<file path="config.mk">
export PLATFORM = sky130hd
export DESIGN_NAME = fetch_sequencer_flat
export DESIGN_NICKNAME = d
export VERILOG_FILES = /design/src/rtl/fetch_sequencer_if.sv /design/src/rtl/fetch_sequencer.sv /design/src/flat_wrapper.sv
export SDC_FILE = /design/constraint.sdc
export NUM_CORES = 1
export LEC_CHECK = 0
export ABC_AREA = 1
export CORE_MARGIN = 4
export CORE_UTILIZATION = 45
export DETAILED_ROUTE_END_ITERATION = 12
export DONT_BUFFER_PORTS = 1
export HOLD_SLACK_MARGIN = 0.08
export SLEW_MARGIN = 20
export SYNTH_ARGS = -nofsm -noshare
export SYNTH_HDL_FRONTEND = slang
export SYNTH_SLANG_ARGS = --single-unit
</file>
<file path="constraint.sdc">
create_clock -name clk -period 3.7 [get_ports clk]
set_clock_uncertainty 0.1 [all_clocks]
set_input_delay 0.37 -clock clk [delete_from_list [all_inputs] [get_ports clk]]
set_output_delay 0.37 -clock clk [all_outputs]
set_load 0.05 [all_outputs]
</file>
<file path="src/rtl/fetch_sequencer_if.sv">
// Bus between fetch_sequencer, the combinational fetch stage and decode.
// Optional perf counters appear when FETCH_PERF_EN is defined.
interface fetch_sequencer_if #(
  parameter int PC_W    = 16,
  parameter int INSTR_W = 32
);
  logic [PC_W-1:0]    pc;
  logic [INSTR_W-1:0] instruction;
  logic [PC_W-1:0]    pc_1;
  logic               stall_i;
  logic               redirect_i;
  logic [PC_W-1:0]    redirect_pc_i;
  // if_id_valid qualifies if_id_instr/if_id_pc_1 every cycle; there is no
  // ready: decode must accept or request a hold through stall_i.
  logic               if_id_valid;
  logic [INSTR_W-1:0] if_id_instr;
  logic [PC_W-1:0]    if_id_pc_1;
  logic               halted;
`ifdef FETCH_PERF_EN
  logic [31:0]        fetch_count;
  logic [31:0]        stall_count;
`endif

  modport master (
`ifdef FETCH_PERF_EN
    output fetch_count, stall_count,
`endif
    output pc, if_id_valid, if_id_instr, if_id_pc_1, halted,
    input  instruction, pc_1, stall_i, redirect_i, redirect_pc_i
  );

  modport slave (
`ifdef FETCH_PERF_EN
    input  fetch_count, stall_count,
`endif
    input  pc, if_id_valid, if_id_instr, if_id_pc_1, halted,
    output instruction, pc_1, stall_i, redirect_i, redirect_pc_i
  );
endinterface

</file>
<file path="src/rtl/fetch_sequencer.sv">
// PC register, next-PC selection and IF/ID register with a BOOT/RUN/HALT FSM.
// Define FETCH_PERF_EN to add saturating fetch/stall counters.
module fetch_sequencer #(
  parameter int              PC_W        = 16,
  parameter int              INSTR_W     = 32,
  parameter logic [PC_W-1:0] RESET_PC    = '0,
  parameter logic [5:0]      HALT_OPCODE = 6'h3F
) (
  input  logic               clk,
  input  logic               rst,
  fetch_sequencer_if.master  bus,
  output logic [1:0]         dbg_state
);

  typedef enum logic [1:0] {
    ST_BOOT = 2'd0,
    ST_RUN  = 2'd1,
    ST_HALT = 2'd2
  } state_e;

  state_e             state_q, state_d;
  logic [PC_W-1:0]    pc_q, pc_d;
  logic               valid_q, valid_d;
  logic [INSTR_W-1:0] instr_q, instr_d;
  logic [PC_W-1:0]    pc1_q, pc1_d;
  logic               halted_q, halted_d;
  logic               capture;
  logic               stall_hit;
  logic               is_halt_op;

  assign is_halt_op = (bus.instruction[INSTR_W-1 -: 6] == HALT_OPCODE);

  always_comb begin
    state_d   = state_q;
    pc_d      = pc_q;
    valid_d   = valid_q;
    instr_d   = instr_q;
    pc1_d     = pc1_q;
    halted_d  = halted_q;
    capture   = 1'b0;
    stall_hit = 1'b0;
    if (bus.redirect_i) begin
      // Redirect wins from every state and drops whatever IF/ID held.
      pc_d     = bus.redirect_pc_i;
      valid_d  = 1'b0;
      halted_d = 1'b0;
      state_d  = ST_RUN;
    end else begin
      case (state_q)
        ST_BOOT: begin
          valid_d = 1'b0;
          state_d = ST_RUN;
        end
        ST_RUN: begin
          if (bus.stall_i) begin
            stall_hit = 1'b1;
          end else begin
            capture = 1'b1;
            instr_d = bus.instruction;
            pc1_d   = bus.pc_1;
            valid_d = 1'b1;
            if (is_halt_op) begin
              halted_d = 1'b1;
              state_d  = ST_HALT;
            end else begin
              pc_d = bus.pc_1;
            end
          end
        end
        ST_HALT: begin
          valid_d  = 1'b0;
          halted_d = 1'b1;
        end
        default: begin
          state_d = ST_BOOT;
          valid_d = 1'b0;
        end
      endcase
    end
  end

  always_ff @(posedge clk) begin
    if (rst) begin
      state_q  <= ST_BOOT;
      pc_q     <= RESET_PC;
      valid_q  <= 1'b0;
      instr_q  <= '0;
      pc1_q    <= '0;
      halted_q <= 1'b0;
    end else begin
      state_q  <= state_d;
      pc_q     <= pc_d;
      valid_q  <= valid_d;
      instr_q  <= instr_d;
      pc1_q    <= pc1_d;
      halted_q <= halted_d;
    end
  end

`ifdef FETCH_PERF_EN
  logic [31:0] fetch_count_q, fetch_count_d;
  logic [31:0] stall_count_q, stall_count_d;

  // Both counters stick at all-ones instead of wrapping.
  always_comb begin
    fetch_count_d = fetch_count_q;
    stall_count_d = stall_count_q;
    if (capture && (fetch_count_q != 32'hFFFF_FFFF)) begin
      fetch_count_d = fetch_count_q + 32'd1;
    end
    if (stall_hit && (stall_count_q != 32'hFFFF_FFFF)) begin
      stall_count_d = stall_count_q + 32'd1;
    end
  end

  always_ff @(posedge clk) begin
    if (rst) begin
      fetch_count_q <= '0;
      stall_count_q <= '0;
    end else begin
      fetch_count_q <= fetch_count_d;
      stall_count_q <= stall_count_d;
    end
  end

  assign bus.fetch_count = fetch_count_q;
  assign bus.stall_count = stall_count_q;
`endif

  assign bus.pc          = pc_q;
  assign bus.if_id_valid = valid_q;
  assign bus.if_id_instr = instr_q;
  assign bus.if_id_pc_1  = pc1_q;
  assign bus.halted      = halted_q;
  assign dbg_state       = state_q;

endmodule

</file>
<file path="src/flat_wrapper.sv">
// flat-port wrapper written by rule: the top's interface ports become plain ports
module fetch_sequencer_flat 
#(
  parameter int              PC_W        = 16,
  parameter int              INSTR_W     = 32,
  parameter logic [PC_W-1:0] RESET_PC    = '0,
  parameter logic [5:0]      HALT_OPCODE = 6'h3F
)
  (clk, rst, dbg_state, bus_pc, bus_if_id_valid, bus_if_id_instr, bus_if_id_pc_1, bus_halted, bus_instruction, bus_pc_1, bus_stall_i, bus_redirect_i, bus_redirect_pc_i);
  fetch_sequencer_if #(.PC_W(PC_W), .INSTR_W(INSTR_W)) bus_i ();
  input  logic clk;
  input  logic rst;
  output logic [1:0] dbg_state;
  output wire logic [$bits(bus_i.pc)-1:0] bus_pc;
  output wire logic [$bits(bus_i.if_id_valid)-1:0] bus_if_id_valid;
  output wire logic [$bits(bus_i.if_id_instr)-1:0] bus_if_id_instr;
  output wire logic [$bits(bus_i.if_id_pc_1)-1:0] bus_if_id_pc_1;
  output wire logic [$bits(bus_i.halted)-1:0] bus_halted;
  input wire logic [$bits(bus_i.instruction)-1:0] bus_instruction;
  input wire logic [$bits(bus_i.pc_1)-1:0] bus_pc_1;
  input wire logic [$bits(bus_i.stall_i)-1:0] bus_stall_i;
  input wire logic [$bits(bus_i.redirect_i)-1:0] bus_redirect_i;
  input wire logic [$bits(bus_i.redirect_pc_i)-1:0] bus_redirect_pc_i;
  assign bus_pc = bus_i.pc;
  assign bus_if_id_valid = bus_i.if_id_valid;
  assign bus_if_id_instr = bus_i.if_id_instr;
  assign bus_if_id_pc_1 = bus_i.if_id_pc_1;
  assign bus_halted = bus_i.halted;
  assign bus_i.instruction = bus_instruction;
  assign bus_i.pc_1 = bus_pc_1;
  assign bus_i.stall_i = bus_stall_i;
  assign bus_i.redirect_i = bus_redirect_i;
  assign bus_i.redirect_pc_i = bus_redirect_pc_i;
  fetch_sequencer #(.PC_W(PC_W), .INSTR_W(INSTR_W), .RESET_PC(RESET_PC), .HALT_OPCODE(HALT_OPCODE)) u_core (.clk(clk), .rst(rst), .bus(bus_i), .dbg_state(dbg_state));
endmodule
</file>
# Word-level counts from Yosys, hierarchy flattened
# Index checks and enable logic that the tools add are counted.
# Widths: inputs -> output; s select.
[classes]
n_reduce_logical = 10
muxes = 11
n_eq_ne = 10
bitwise_logic = 4
[op_table]
columns = ["operator", "count"]
rows = [
  ["$mux 16", 4],
  ["$reduce_and 3->1", 5],
  ["$eq 6x6->1 const B", 1],
  ["$ne 2x2->1 const B", 3],
  ["$pmux 2 s3", 1],
  ["$mux 2", 2],
  ["$ne 2x1->1 const B", 2],
  ["$not 1->1", 4],
  ["$reduce_bool 2->1", 2],
  ["$mux 1", 3],
  ["$ne 3x2->1 const B", 1],
  ["$ne 3x3->1 const B", 1],
  ["$reduce_or 3->1", 1],
  ["$eq 2x1->1 const B", 1],
  ["$eq 2x2->1 const B", 1],
  ["$logic_not 2->1", 1],
  ["$pmux 1 s2", 1],
  ["$reduce_or 2->1", 1],
]
[totals]
in_bits = 68
wordCells = 42
register_bits = 68

# Longest topological paths before layout
# Gate-level depths: netlist of run 1.
[logic_depth]
depth_word = 5
mapped_depth = 8

# Worst setup path before layout of run 1
# OpenSTA, ideal clock, no wires.
[synth_path]
path_kind = "register -> register"
from = "reg u_core.state_q[1] (netlist: u_core.dbg_state[1])"
to = "reg u_core.pc_q[11] (netlist: u_core.bus.pc[11])"
required_ns = 3.467
period_less_slack_ns = 1.635
path_slack_ns = 2.065
stages_incl_launch_ff = 9
arrival_time_ns = 1.402
n_path_buf = 1
setup_time_ns = 0.133
path_cell_list = "dfxtp_1 > inv_1 > nand3_2 > clkinv_2 > nand2_4 > nand2_4 > buf_6 > nand2_1 > a21oi_2"
[synth_via]
elab_chain_len = 3
[synth_lines]
columns = ["element", "line", "rtl"]
rows = [
  ["from (decl)", "fetch_sequencer.sv:21", "state_e state_q, state_d;"],
  ["from (signal assigned)", "fetch_sequencer.sv:91", "state_q <= state_d;"],
  ["$eq 2x1->1", "fetch_sequencer.sv:49", "case (state_q)"],
  ["$reduce_bool 2->1 (no source line)", "--", ""],
  ["$reduce_and 3->1 (no source line)", "--", ""],
  ["to (signal assigned)", "fetch_sequencer.sv:92", "pc_q <= pc_d;"],
  ["to (decl)", "fetch_sequencer.sv:22", "logic [PC_W-1:0] pc_q, pc_d;"],
]
# Every way passes these cells.
# A chain may end at the register's enable or synchronous reset.

# Worst setup path after layout of run 1
[layout_path]
from = "reg u_core.state_q[0] (netlist: u_core.dbg_state[0])"
to = "reg u_core.instr_q[16] (netlist: u_core.bus.if_id_instr[16])"
[layout_via]
elab_chain_len = 2
[layout_lines]
columns = ["element", "line", "rtl"]
rows = [
  ["$eq 2x1->1", "fetch_sequencer.sv:49", ""],
  ["$reduce_and 3->1 (no source line)", "--", ""],
  ["to (signal assigned)", "fetch_sequencer.sv:94", "instr_q <= instr_d;"],
  ["to (decl)", "fetch_sequencer.sv:24", "logic [INSTR_W-1:0] instr_q, instr_d;"],
]
# Every way passes these cells.

==> results of run 1 <==
[cell type report]
| type | instances | area (µm²) | area share, % |
|---|---|---|---|
| well taps | 75 | 93.8 | 2.83 |
| multi-input cells | 227 | 1100 | 33.2 |
| flip-flops and latches | 68 | 1360 | 41.0 |
| clock inverters | 3 | 42.5 | 1.28 |
| inverters | 24 | 91.3 | 2.75 |
| repair buffers | 45 | 448 | 13.5 |
| clock buffers | 13 | 179 | 5.39 |
[per-layer routing]
metal / global-route usage [%] / wire (µm) / part of all wire, % / vias up
met5: 0 / 0 / 0 / -
met2: 34.1 / 3590 / 50 / 102
li1: - / - / - / 1175
met3: 6.94 / 726 / 10 / 12
met1: 21.6 / 2780 / 39 / 1102
met4: 8.22 / 126 / 1.7 / 0
[per-stage QoR]
stage | hold slack, ns | power, mW | util (%)
floorplan | 0.405 | 1.05 | -
global placement | 0.336 | 1.06 | 44.6
detailed placement | 0.337 | 1.06 | 44.6
CTS | 0.0896 | 1.76 | 55.7
global route | 0.0871 | 1.81 | 55.7
finish | 0.0959 | 1.74 | 55.7
[report_power, final]
part           leakage (nW)  internal, mW  switching [mW]
Clock                 0.112         0.384           0.274
Combinational         0.727        0.0652          0.0783
Sequential            0.557         0.772           0.167
[state kept, by name, indices dropped and copies added (netlist names)]
register and count:
u_core.bus.halted 1, u_core.bus.if_id_instr 32, u_core.bus.if_id_valid 1, u_core.dbg_state 2
u_core.bus.if_id_pc_1 16, u_core.bus.pc 16
[kinds of logic (layout without fill, tap and decap cells)]
| logic type | Yosys count | in the layout | share of synthesized area (%) |
|---|---|---|---|
| flops | 68 | 68 | 49.2 |
| simple gates | 127 | 127 | 19.3 |
| compound gates | 100 | 100 | 20.5 |
| buf+inv | 48 | 85 | 10.9 |
[synthesized netlist by cell type]
cell,instances,share of area (%)
o2111a_1,1,0.41
nand2_4,2,0.81
inv_2,2,0.27
nand3_1,17,3.1
inv_1,21,2.9
o21ai_2,1,0.32
and2_1,1,0.23
nand2_1,36,4.9
clkbuf_1,3,0.41
nor2_4,1,0.41
dfxtp_1,68,49
nand3_2,1,0.36
a21oi_2,15,4.8
a21oi_1,18,3.3
buf_6,4,1.6
o21ai_0,51,9.2
nand2_2,1,0.23
o21ai_1,14,2.5
clkinv_2,1,0.18
clkbuf_2,1,0.18
nor2_1,67,9.1
buf_8,1,0.54
buf_2,11,2.0
buf_12,4,2.9
nor2_2,1,0.23
[worst register-to-register path, cell delays in order (launching register included)]
cell,delay (ns)
dfxtp_1,0.71
nand3_2,0.20
nor2_4,0.52
inv_1,0.63
nor2_1,0.27
nor2_1,0.08
[how the worst min path moves through the flow]
stage                        start                                      end  slack, ns  cells past startpoint
2_1_floorplan   bus_instruction[0]   u_core.bus.if_id_instr[0]$_SDFFE_PP0P_       0.40                      2
3_3_place_gp                   rst           u_core.bus.pc[12]$_SDFFE_PP0P_       0.34                      1
3_5_place_dp                   rst           u_core.bus.pc[12]$_SDFFE_PP0P_       0.34                      1
4_1_cts               bus_pc_1[13]   u_core.bus.if_id_pc_1[13]$_SDFFE_PP0P_       0.09                      2
5_1_grt               bus_pc_1[13]   u_core.bus.if_id_pc_1[13]$_SDFFE_PP0P_       0.09                      2
6_report       bus_instruction[27]  u_core.bus.if_id_instr[27]$_SDFFE_PP0P_        0.1                      2
==> impl_metrics.csv, run 1 <==
group,metric,value,unit
sta,setup_ws,1.09,ns
cts,cts-resized-gates,0,
route,wl_per_cell,15.9,µm
place,port_buffers,0,
route,wl,7220,µm
floorplan,start_util,46.4,%
critical_path,cp_max_fo,33,
floorplan,io_pins,136,
cts,holdBufCountCts,44,
route,drt_iter0_markers,97,
critical_path,cp.required,3.82,ns
critical_path,crit_slowest_cell,"dfxtp_1",
sta,post-route-period-util,70.7,%
critical_path,crit_top_cell,"nor2_1",
place,place_hpwl,4490,µm
place,gp_congestion,0.723,
critical_path,endpoint,"u_core.bus.if_id_instr[16]$_SDFFE_PP0P_",
layout,most-common-layout-cells,"dfxtp_1 (68), nor2_1 (67), o21ai_0 (51)",
power_and_ir_drop,power.leakage,1.40,nW
place,placed_area,0.00266,mm²
sta,tightest_slew,0.969,ns
floorplan,die_y,86.4,µm
critical_path,max_stage_delay,0.71,ns
synth,syn_area,0.00277,mm²
power_and_ir_drop,vdd_ir_drop_max,0.247,mV
cts,clock_latency,0.33,ns
route,via_count,2391,
critical_path,regToRegSetupSlack,1.09,ns
floorplan,num_rows,28,
synth,ys_seq_area_share,49.2,%
critical_path,r2r-end,"u_core.bus.if_id_instr[16]$_SDFFE_PP0P_",
route,route.detailed.drc,0,
layout,n_fill_cell,551,
cts,clk_path_buf_depth,2,
sta,hold_viol,0,
synth,syn_nets,411,
floorplan,die-area,0.00746,mm²
layout,area_growth,20.0,%
global_routing,antenna_found_initial,0,
critical_path,r2r-start,"u_core.dbg_state[0]$_SDFFE_PP0P_",
critical_path,crit_path_start_kind,"flop",
sta,fin_setup_tns,0,ns
critical_path,ff2ff_path_depth,5,
cts,post_cts_buffers,0,
layout,fin_nets,443,
global_routing,grt_pass1_vias,2335,
critical_path,path_delay_family,"simple AND/OR/NAND/NOR gates",
critical_path,cp-end-kind,"flop",
cts,htree_num_levels,3,
synth,syn_inst,343,
status,status,"finished, final reports clean",
global_routing,grt-ovfl-total,0,
layout,drive_above_1_share,11.1,%
critical_path,arrival,2.74,ns
route,ant_nets,0,
layout,n_antenna_cell,0,
critical_path,path_buf_inv,1,
synth,synth_cell_type_count,25,
sta,final_max_slew_viol_count,0,
sta,rsz0062_at_grt,"false",
critical_path,crit_type,"reg -> reg",
route,vias_per_cell,5.25,
worst_hold_path,hp-class,"in -> reg",
layout,finalInstanceArea,0.00332,mm²
route,drt_first_pass_iters,5,
run,cap_violations,0,
global_routing,grt_pass1_wl,11500,µm
place,dp.cells,395,
synth,synth_seq_cells,68,
cts,clock-sinks,68,
sta,finalSetupViolCount,0,
place,dp_slack,1.08,ns
sta,worst_slew_margin_rel,35.3,%
cts,cts-root-buf,"clkbuf_8",
floorplan,die_w,86.4,µm
floorplan,core,0.00596,mm²
synth,yosys_warnings,0,
layout,final_common_cell,"dfxtp_1",
synth,syn_avg_cell_area,8.06,µm²
cts,cts.reportedPaths.clkPinSlew,0.07,ns
cts,numCtsBuffers,9,
global_routing,grt_max_degree,49,
power_and_ir_drop,p_per_area,525,mW/mm²
critical_path,cp_num_cells,5,
critical_path,crit_path_start,"u_core.dbg_state[0]$_SDFFE_PP0P_",
global_routing,grtUsageTotal,19.6,%
cts,cts_tree,"done",
sta,fmax,0.382,GHz
critical_path,cp_cell_sequence,"nand3_2, nor2_4, inv_1, nor2_1, nor2_1",
layout,final_cell_count_no_fill,455,
sta,min_period,2.61,ns
Power figures use the tool's default switching activity.
==> run 2: changes to the inputs <==
- clock period: 3.7 -> 2.2 ns (I/O delays scaled with it)
==> impl_metrics.csv, run 2 (synthesized netlist as in run 1, its figures left out) <==
group,metric,value,unit
sta,fmax,0.493,GHz
layout,n_antenna_cell,0,
place,gp_congestion,0.716,
cts,post_cts_buffers,0,
sta,min_period,2.03,ns
run,cap_violations,0,
sta,final_max_slew_viol_count,0,
cts,cts-root-buf,"clkbuf_8",
power_and_ir_drop,sw_frac_of_total,30.6,%
sta,worst_slew_margin_rel,34.1,%
cts,cts.reportedPaths.clkPinSlew,0.07,ns
sta,fin_setup_tns,0,ns
critical_path,cp.required,2.32,ns
cts,clk_path_buf_depth,2,
layout,fin_nets,467,
cts,cts_tree,"done",
critical_path,crit_path_start_kind,"input pin",
cts,htree_num_levels,3,
layout,drive_above_1_share,10.2,%
floorplan,io_pins,136,
critical_path,regToRegSetupSlack,0.27,ns
cts,clock_latency,0.33,ns
critical_path,cp_max_fo,17,
global_routing,grtUsageTotal,20.3,%
layout,final_common_cell,"dfxtp_1",
global_routing,grt_pass1_vias,2403,
global_routing,grt_max_degree,49,
cts,numCtsBuffers,9,
critical_path,crit_slowest_cell,"dlygate4sd3_1",
critical_path,max_stage_delay,0.58,ns
power_and_ir_drop,p_per_area,800,mW/mm²
floorplan,num_rows,28,
global_routing,grt_pass1_wl,11800,µm
sta,rsz0062_at_grt,"false",
floorplan,die_y,86.4,µm
route,drt_first_pass_iters,4,
sta,hold_viol,0,
route,via_count,2411,
power_and_ir_drop,p_seq_share,56.2,%
sta,finalSetupViolCount,0,
critical_path,path_delay_family,"buffers and inverters",
route,drt_iter0_markers,71,
cts,cts-resized-gates,0,
sta,post-route-period-util,92.2,%
power_and_ir_drop,power.leakage,1.48,nW
critical_path,path_buf_inv,4,
place,dp.cells,398,
critical_path,cp-end-kind,"flop",
place,place_hpwl,4480,µm
global_routing,grt-ovfl-total,0,
route,wl,7430,µm
floorplan,die-area,0.00746,mm²
floorplan,start_util,46.4,%
cts,holdBufCountCts,65,
power_and_ir_drop,vdd_ir_drop_max,0.507,mV
route,vias_per_cell,5.05,
cts,clock-sinks,68,
power_and_ir_drop,p_comb_share,10.3,%
route,wl_per_cell,15.6,µm
worst_hold_path,hp-class,"in -> reg",
floorplan,die_w,86.4,µm
floorplan,core,0.00596,mm²
power_and_ir_drop,internal-power,1.94,mW
layout,largest_reg_flops,32,
sta,tightest_slew,0.985,ns
layout,area_growth,26.6,%
critical_path,crit_type,"in -> reg",
global_routing,antenna_found_initial,0,
layout,most-common-layout-cells,"dfxtp_1 (68), nor2_1 (67), dlygate4sd3_1 (65)",
critical_path,cp_cell_sequence,"dlygate4sd3_1, inv_1, nand3_2, clkinv_2, nand2_4, nand2_4, nand2_1, a21oi_2, dlygate4sd3_1",
route,ant_nets,0,
power_and_ir_drop,pwr-share-clk,33.5,%
route,route.detailed.drc,0,
layout,final_cell_count_no_fill,477,
status,status,"finished, final reports clean",
place,port_buffers,0,
power_and_ir_drop,power.switching,0.856,mW
critical_path,arrival,2.15,ns
run 2: path summary, 6_finish.rpt:
check / endpoint / from / depth (start not counted)
setup / recovery: u_core.bus.pc[12]$_SDFFE_PP0P_ / bus_stall_i / 9
hold / removal: u_core.bus.pc[10]$_SDFFE_PP0P_ / bus_redirect_i / 4
setup reg to reg: u_core.bus.pc[12]$_SDFFE_PP0P_ / u_core.dbg_state[1]$_SDFFE_PP0P_ / 8
hold reg to reg: u_core.bus.if_id_valid$_SDFFE_PP0N_ / u_core.dbg_state[1]$_SDFFE_PP0P_ / 2
run 2: power by group through the flow:
stage               combinational (mW)  clock, mW  sequential (mW)
floorplan                        0.179          0             1.59
CTS                              0.287      0.967             1.58
global route                     0.325       1.02             1.58
global placement                 0.176          0             1.60
finish                           0.288      0.937             1.57
detailed placement               0.181          0             1.60
run 2: area by class of cell:
| type | instances | area (µm²) |
|---|---|---|
| fillers | 527 | 2460 |
| flip-flops and latches | 68 | 1360 |
| multi-input cells | 227 | 1100 |
| repair buffers | 69 | 681 |
| clock buffers | 11 | 131 |
| well taps | 75 | 93.8 |
| inverters | 24 | 91.3 |
| clock inverters | 3 | 40.0 |
run 2: metal layers:
| layer | vias to the layer above | global-route usage (%) | share of wire, % | wire length, µm |
|---|---|---|---|---|
| li1 | 1223 | - | - | - |
| met1 | 1090 | 23.9 | 41 | 3050 |
| met2 | 92 | 34.1 | 49 | 3610 |
| met3 | 6 | 7.79 | 9.5 | 704 |
| met4 | 0 | 5.95 | 0.89 | 66 |
| met5 | - | 0 | 0 | 0 |
run 2: per-stage QoR:
step                      power [mW]  hold WS (ns)  cell area [µm²]  setup slack, ns  utilization [%]
after global placement          1.78         0.186             2680            0.599             45.0
after global routing            2.92         0.139             3500           0.0821             58.8
after CTS                       2.83        0.0800             3500            0.186             58.8
after detailed placement        1.78         0.186             2680            0.531             45.0
final                           2.80         0.119             3500            0.171             58.8
after floorplan                 1.77         0.255             2770            0.565                -
run 2: tightest hold or removal path: stages:
cell     delay [ns]
nand2_1        0.03
o21ai_0        0.09
nand2_1        0.09
a21oi_1        0.06
==> run 3: changes to the inputs <==
- CAP_MARGIN: unset -> 20
==> results of run 3 <==
Final layout, timing and power as in run 2 (identical DEF).
